**config.mk**
```make
export PLATFORM = sky130hd
export DESIGN_NAME = vm_multi
export DESIGN_NICKNAME = d
export VERILOG_FILES = /design/src/rtl/vm_multi.sv
export SDC_FILE = /design/constraint.sdc
export NUM_CORES = 1
export LEC_CHECK = 0
export ABC_CLOCK_PERIOD_IN_PS = 2900
export CAP_MARGIN = 20
export CORE_ASPECT_RATIO = 2
export CORE_UTILIZATION = 40
export DETAILED_ROUTE_END_ITERATION = 6
export GPL_TIMING_DRIVEN = 0
export PLACE_DENSITY_LB_ADDON = 0.25
export SLEW_MARGIN = 25
export SYNTH_ARGS = -nofsm -noshare
export SYNTH_HDL_FRONTEND = slang
export SYNTH_SLANG_ARGS = --single-unit
```
**constraint.sdc**
```tcl
create_clock -name clk -period 2.9 [get_ports clk]
set_input_delay 0.58 -clock clk [delete_from_list [all_inputs] [get_ports clk]]
set_output_delay 0.58 -clock clk [all_outputs]
set_load 0.02 [all_outputs]
```
**src/rtl/vm_multi.sv**
```systemverilog
//------------------------------------------------------------------------------
// vm_multi : coin-operated vending controller with credit, vend and refund.
// Revision : 1.0
//------------------------------------------------------------------------------
`default_nettype none

module vm_multi #(
   parameter int CW         = 4,
   parameter int A_VAL      = 2,
   parameter int B_VAL      = 1,
   parameter int PRICE      = 3,
   parameter int MAX_CREDIT = 9
) (
   input  logic          clk,
   input  logic          rst,
   input  logic          coin_a,
   input  logic          coin_b,
   input  logic          buy,
   input  logic          cancel,
   output logic [CW-1:0] credit,
   output logic          vend,
   output logic [CW-1:0] change,
   output logic          chg_pulse,
   output logic          coin_rej,
   output logic          buy_nak,
   output logic          busy
);

   typedef enum logic [3:0] {
      S_IDLE   = 4'b0001,
      S_ACCUM  = 4'b0010,
      S_VEND   = 4'b0100,
      S_REFUND = 4'b1000
   } state_t;

   localparam logic [CW:0]   c_a_wide = (CW+1)'(A_VAL);
   localparam logic [CW:0]   c_b_wide = (CW+1)'(B_VAL);
   localparam logic [CW:0]   c_max    = (CW+1)'(MAX_CREDIT);
   localparam logic [CW-1:0] c_a_val  = CW'(A_VAL);
   localparam logic [CW-1:0] c_b_val  = CW'(B_VAL);
   localparam logic [CW-1:0] c_price  = CW'(PRICE);
   localparam logic [CW-1:0] c_one    = CW'(1);

   state_t        state_q, state_d;
   logic [CW-1:0] credit_q, credit_d;
   logic [CW-1:0] change_q, change_d;
   logic [CW-1:0] cnt_q, cnt_d;
   logic          vend_q, vend_d;
   logic          chg_pulse_q, chg_pulse_d;
   logic          coin_rej_q, coin_rej_d;
   logic          buy_nak_q, buy_nak_d;
   logic          busy_q, busy_d;

   logic          w_a_fits;
   logic          w_b_fits;
   logic          w_afford;
   logic          w_any_coin;

   // Fit test done one bit wider so a ceiling of 2^CW-1 can never wrap.
   assign w_a_fits   = ({1'b0, credit_q} + c_a_wide) <= c_max;
   assign w_b_fits   = ({1'b0, credit_q} + c_b_wide) <= c_max;
   assign w_afford   = credit_q >= c_price;
   assign w_any_coin = coin_a | coin_b;

   always_ff @(posedge clk or negedge rst) begin
      if (!rst) begin
         state_q     <= S_IDLE;
         credit_q    <= '0;
         change_q    <= '0;
         cnt_q       <= '0;
         vend_q      <= 1'b0;
         chg_pulse_q <= 1'b0;
         coin_rej_q  <= 1'b0;
         buy_nak_q   <= 1'b0;
         busy_q      <= 1'b0;
      end else begin
         state_q     <= state_d;
         credit_q    <= credit_d;
         change_q    <= change_d;
         cnt_q       <= cnt_d;
         vend_q      <= vend_d;
         chg_pulse_q <= chg_pulse_d;
         coin_rej_q  <= coin_rej_d;
         buy_nak_q   <= buy_nak_d;
         busy_q      <= busy_d;
      end
   end

   always_comb begin
      state_d     = state_q;
      credit_d    = credit_q;
      change_d    = change_q;
      cnt_d       = cnt_q;
      vend_d      = 1'b0;
      chg_pulse_d = 1'b0;
      coin_rej_d  = 1'b0;
      buy_nak_d   = 1'b0;
      busy_d      = 1'b0;

      case (state_q)
         S_IDLE, S_ACCUM: begin
            if (cancel && (credit_q != '0)) begin
               state_d     = S_REFUND;
               change_d    = credit_q;
               cnt_d       = credit_q;
               credit_d    = '0;
               chg_pulse_d = 1'b1;
               busy_d      = 1'b1;
               coin_rej_d  = w_any_coin;
            end else if (buy && w_afford) begin
               state_d    = S_VEND;
               change_d   = credit_q - c_price;
               credit_d   = '0;
               vend_d     = 1'b1;
               busy_d     = 1'b1;
               coin_rej_d = w_any_coin;
            end else if (buy) begin
               // A refused buy still consumes the cycle; coins alongside it bounce.
               buy_nak_d  = 1'b1;
               coin_rej_d = w_any_coin;
            end else begin
               if (coin_a) begin
                  if (w_a_fits) begin
                     credit_d = credit_q + c_a_val;
                  end else begin
                     coin_rej_d = 1'b1;
                  end
               end
               if (coin_b) begin
                  if (coin_a || !w_b_fits) begin
                     coin_rej_d = 1'b1;
                  end else begin
                     credit_d = credit_q + c_b_val;
                  end
               end
               state_d = (credit_d != '0) ? S_ACCUM : S_IDLE;
            end
         end

         S_VEND: begin
            coin_rej_d = w_any_coin;
            if (change_q != '0) begin
               state_d     = S_REFUND;
               cnt_d       = change_q;
               chg_pulse_d = 1'b1;
               busy_d      = 1'b1;
            end else begin
               state_d = S_IDLE;
            end
         end

         S_REFUND: begin
            // cnt_q counts the pulse shown this cycle, so 1 means the last one.
            coin_rej_d = w_any_coin;
            if (cnt_q <= c_one) begin
               state_d = S_IDLE;
               cnt_d   = '0;
            end else begin
               cnt_d       = cnt_q - c_one;
               chg_pulse_d = 1'b1;
               busy_d      = 1'b1;
            end
         end

         default: begin
            state_d = S_IDLE;
            cnt_d   = '0;
         end
      endcase
   end

   assign credit    = credit_q;
   assign change    = change_q;
   assign vend      = vend_q;
   assign chg_pulse = chg_pulse_q;
   assign coin_rej  = coin_rej_q;
   assign buy_nak   = buy_nak_q;
   assign busy      = busy_q;

endmodule

`default_nettype wire

```
# Word level (Yosys, flattened, before mapping)
# Cells that the tools add are included.
# classes
mux	45
n_lt_le_gt_ge	4
addsub	6
n_reduce_logical	14
n_bitwise	1
eq_ne	9
# op_table
op	count
two-way mux 4 bit	21
case mux 4 bit (3 select lines)	2
two-way mux 1 bit	18
nonzero test 4 bit	3
less-or-equal comparator 5 x 4 -> 1 bit (second input constant)	2
AND reduction 2 bit	4
inequality test 2 bit (second input constant)	3
case mux 1 bit (3 select lines)	2
adder 4 x 1 -> 5 bit (second input constant)	1
adder 4 x 2 -> 5 bit (second input constant)	1
adder 4 x 1 -> 4 bit (second input constant)	1
adder 4 x 2 -> 4 bit (second input constant)	1
== test 4 x 1 -> 1 bit (second input constant)	1
== test 4 x 2 -> 1 bit (second input constant)	1
== test 4 x 3 -> 1 bit (second input constant)	1
== test 4 bit (second input constant)	1
greater-or-equal comparator 4 x 2 -> 1 bit (second input constant)	1
less-or-equal comparator 4 x 1 -> 1 bit (second input constant)	1
inequality test 4 bit (second input constant)	1
OR reduction 2 bit	2
subtractor 4 x 1 -> 4 bit (second input constant)	1
subtractor 4 x 2 -> 4 bit (second input constant)	1
inequality test 3 x 1 -> 1 bit (second input constant)	1
logical AND 1 bit	2
6 further kinds	6
# word_totals
elab_cells	88
output_inout_bits	13
ff_bits	21

# Logic depth before layout (Yosys ltp)
# depth
ltp_word	16
depth_mapped	9
ltp_nobuf	7

# Least setup slack after synthesis
# No wires, ideal clock.
# synth_path
path_kind	reg-to-reg
startpoint	register credit_q[1] (netlist: credit[1])
endpoint	register credit_q[1] (netlist: credit[1])
arrival_time_ns	2.580
required_ns	2.820
path_slack_ns	0.240
stages_incl_launch_ff	10
path_buffers	2
path_cell_list	dfrtp_1 clkbuf_1 inv_1 ha_1 or3b_4 and2_4 buf_6 or3_4 or4_4 o211ai_2
# synth_via
elab_chain_cells	13
word_cells_on_any_way	25
cone_classes	add/sub: 4; order compare: 3; eq/ne: 1; mux: 11; reduce/logical: 6
# synth_lines
element	line_no	rtl
start: declaration	45	logic [CW-1:0] credit_q, credit_d;
start signal: assignment	78	credit_q <= credit_d;
adder 4 x 2 -> 5 bit / adder 4 x 1 -> 5 bit (equally long branches)	60, 61	
less-or-equal comparator 5 x 4 -> 1 bit, on equally long branches	60, 61	
two-way mux 4 bit / logical NOT 1 bit (equally long branches)	123, 130	
two-way mux 4 bit / logical OR 1 bit (equally long branches)	122, 130	
two-way mux 4 bit	130	if (coin_a || !w_b_fits) begin
two-way mux 4 bit	129	if (coin_b) begin
two-way mux 4 bit	117	end else if (buy) begin
two-way mux 4 bit	110	end else if (buy && w_afford) begin
two-way mux 4 bit	102	if (cancel && (credit_q != '0)) begin
two-way mux 4 bit	100	case (state_q)
two-way mux 4 bit	117	
two-way mux 4 bit	110	
two-way mux 4 bit	102	
# Several ways; a longest one is shown, not always the timed one. The select of a mux whose other input is x is not followed.
# A chain may end at the register's enable or synchronous reset.

# Worst setup path in the final report
# Ends and elaborated chain as after synthesis.

==> flow_metrics.py <==
metrics = {
    "yosys": {
        "syn-num-nets": 208,
        "synth_ff_type": "dfrtp_1",
        "synth_compound_gate_area_share": 0.290,
        "synth_mux_area_frac": 0.0328,
        "yosysUniqueCellTypes": 51,
        "yosysWarnings": 0,
        "synth_edf_count": 0,
        "avgSynthCellArea_um2": 8.44,
        "synthDominantCellAreaShare": 0.306,
        "synth_top_family_by_area": "compound AO/OA/AOI/OAI gates",
        "synthXorXnorAreaFrac": 0.0321,
        "yosys.area_share.simple": 0.202,
        "syn_area_um2": 1640,
        "yosysSeqAreaShare": 0.322,
        "synthTopCellsByArea": "dfrtp_1 31%, ha_1 6.1%, o21ai_0 5.2%",
        "async_flop_share": 1.00,
        "synth_top_area_cell": "dfrtp_1",
        "synth-seq-cells": 21,
        "synth_cells": 194,
        "synth_adder_area_share": 0.0611,
    },
    "grt": {
        "grt_pass1_wl_mm": 7.09,
        "grt.overflow.total": 0,
        "grt_antenna_before_repair": 0,
        "grt_pass1_vias": 1516,
        "grtUsageTotal": 0.226,
        "grt_max_degree": 22,
    },
    "sta": {
        "max_freq_ghz": 0.363,
        "drv_slew": 0,
        "finalHoldViolCount": 0,
        "fin_crit_sh": 0.950,
        "grt_setup_unrepaired": "false",
        "fin_skew_ns": 0.0110,
        "period_minus_slack_ns": 2.76,
        "slew_headroom": 0.533,
        "worst_pin_slew_ns": 0.690,
        "tns_ns": 0,
        "whs_ns": 0.257,
        "setup_viol": 0,
    },
    "placement": {
        "dpl.hpwl_mm": 3.50,
        "io_buffers": 18,
        "gp_congestion": 0.873,
        "place_inst": 263,
        "post_dp_cell_area_um2": 1880,
    },
    "die": {
        "start_util": 0.422,
        "die_width_um": 47.2,
        "row_count": 32,
        "fp.coreArea_um2": 3880,
        "die_area_um2": 4370,
        "fp.dieH_um": 92.5,
        "ios": 19,
    },
    "final_layout": {
        "stdcell_area_um2": 1930,
        "antenna_cells": 0,
        "layout_commonest_cell": "dfrtp_1",
        "mostFrequentLayoutCells": "20 x dfrtp_1, 17 x o21ai_0, 17 x clkdlybuf4s50_1, 14 x nand2_1, 13 x a21oi_1",
        "num-nets-final": 231,
        "n_fill_cell": 405,
        "final_cells": 267,
        "drive_gt1_frac": 0.0926,
        "syn2layout_area_growth_pct": 17.7,
    },
    "clocking": {
        "cts_buffers": 3,
        "cts_resized": 0,
        "cts_tree": "done",
        "post_cts_buffers": 0,
        "postCtsHoldBufs": 0,
        "clk_pin_slew_ns": 0.09,
        "cts.sinks": 21,
        "clkLatencyLatePin_ns": 0.27,
        "clk_path_buf_depth": 2,
        "htree_levels": 1,
        "root_buffer": "clkbuf_8",
    },
    "setup_path": {
        "arrival_ns": 2.96,
        "required_ns": 3.10,
        "crit_fanout": 9,
        "cp-end-kind": "register",
        "rr_worst_depth": 9,
        "cp-start-kind": "register",
        "worst-setup-path-type": "register to register",
    },
    "detailed_routing": {
        "first_pass_iters": 4,
        "num_vias": 1552,
        "wl_mm": 4.41,
        "drc": 0,
        "postRouteAntennaNets": 0,
        "wl_per_cell_um": 16.5,
        "drtIter0Drc": 79,
        "vias_per_cell": 5.81,
    },
    "pwr": {
        "cellPowerDensity_nw_per_um2": 1010,
        "power.leakage_nw": 0.775,
        "vdd_drop_max_uv": 453,
        "finalPower_mw": 1.96,
    },
    "min_path": {
        "min_path_type": "primary input to asynchronous set/reset pin",
    },
    "flow_run": {
        "drv_cap": 0,
    },
    "run_status": {
        "status": "complete, no violations",
    },
}
-- cell type report --
class                   instances  area, µm²  area share
plain buffers                  12       63.8      0.0331
multi-input cells             151       1010       0.525
clock inverters                 1       7.51     0.00389
clock buffers                   3       41.3      0.0214
well taps                      51       63.8      0.0331
repair buffers                 18        175      0.0909
inverters                      10       37.5      0.0195
flip-flops and latches         21        527       0.273
-- report_power, final --
group	switching [mW]	internal (mW)	leakage, nW
registers	0.0986	0.405	0.268
logic	0.712	0.535	0.485
clock network	0.108	0.0973	0.0217
total	0.919	1.04	0.775
-- Yosys cell counts (all sizes together) (4+ instances only) --
master	count
dfrtp	20
o21ai	17
nand2	14
a21oi	13
nor2	11
inv	10
a31oi	8
clkbuf	8
ha	8
nor3	8
nor2b	7
a22oi	5
xnor2	5
buf	4
-- metal layers --
metal,share of wire,global-route usage
met2,0.58,0.426
met5,0,0
met3,0.020,0.0253
met4,0.058,0.119
met1,0.34,0.210
-- worst max-delay path: stages (launching register included) --
cell,delay [ns]
dfrtp_1,0.46
clkbuf_2,0.22
inv_1,0.15
ha_1,0.20
or3b_4,0.39
and2_4,0.16
buf_6,0.13
or3_4,0.37
or4_4,0.53
o211ai_2,0.08
-- logic make-up (layout without fill, tap and decap cells) --
family          after synthesis  after routing
compound gates               71             71
mux                           5              5
xor+xnor                      6              6
flops                        21             21
fa+ha+maj                     8              8
simple gates                 61             61
buf+inv                      22             44
-- stage by stage --
stage / setup WS [ns] / utilization
6_report: 0.144 / 0.496
3_3_place_gp: 0.108 / 0.485
5_1_grt: 0.0497 / 0.496
3_5_place_dp: 0.115 / 0.485
4_1_cts: 0.0769 / 0.497
2_1_floorplan: 0.240 / -
-- path summary, 6_finish.rpt --
path,startpoint,endpoint,slack [ns]
worst max register to register,credit[1],credit[1],0.14
worst max-delay path,credit[1],credit[1],0.14
max in group asynchronous,rst,state_q[0],2.28
worst min-delay path,rst,credit[3],0.26
min in group clk,cnt_q[3],cnt_q[3],0.58
worst min register to register,cnt_q[3],cnt_q[3],0.58
-- flip-flops by register name, summed over array words and instances, names as in the netlist --
register   cells
chg_pulse      1
cnt_q          4
change         4
state_q        4
credit         4
buy_nak        1
vend           1
coin_rej       1
busy           1
(Power assumes the default switching activity.)
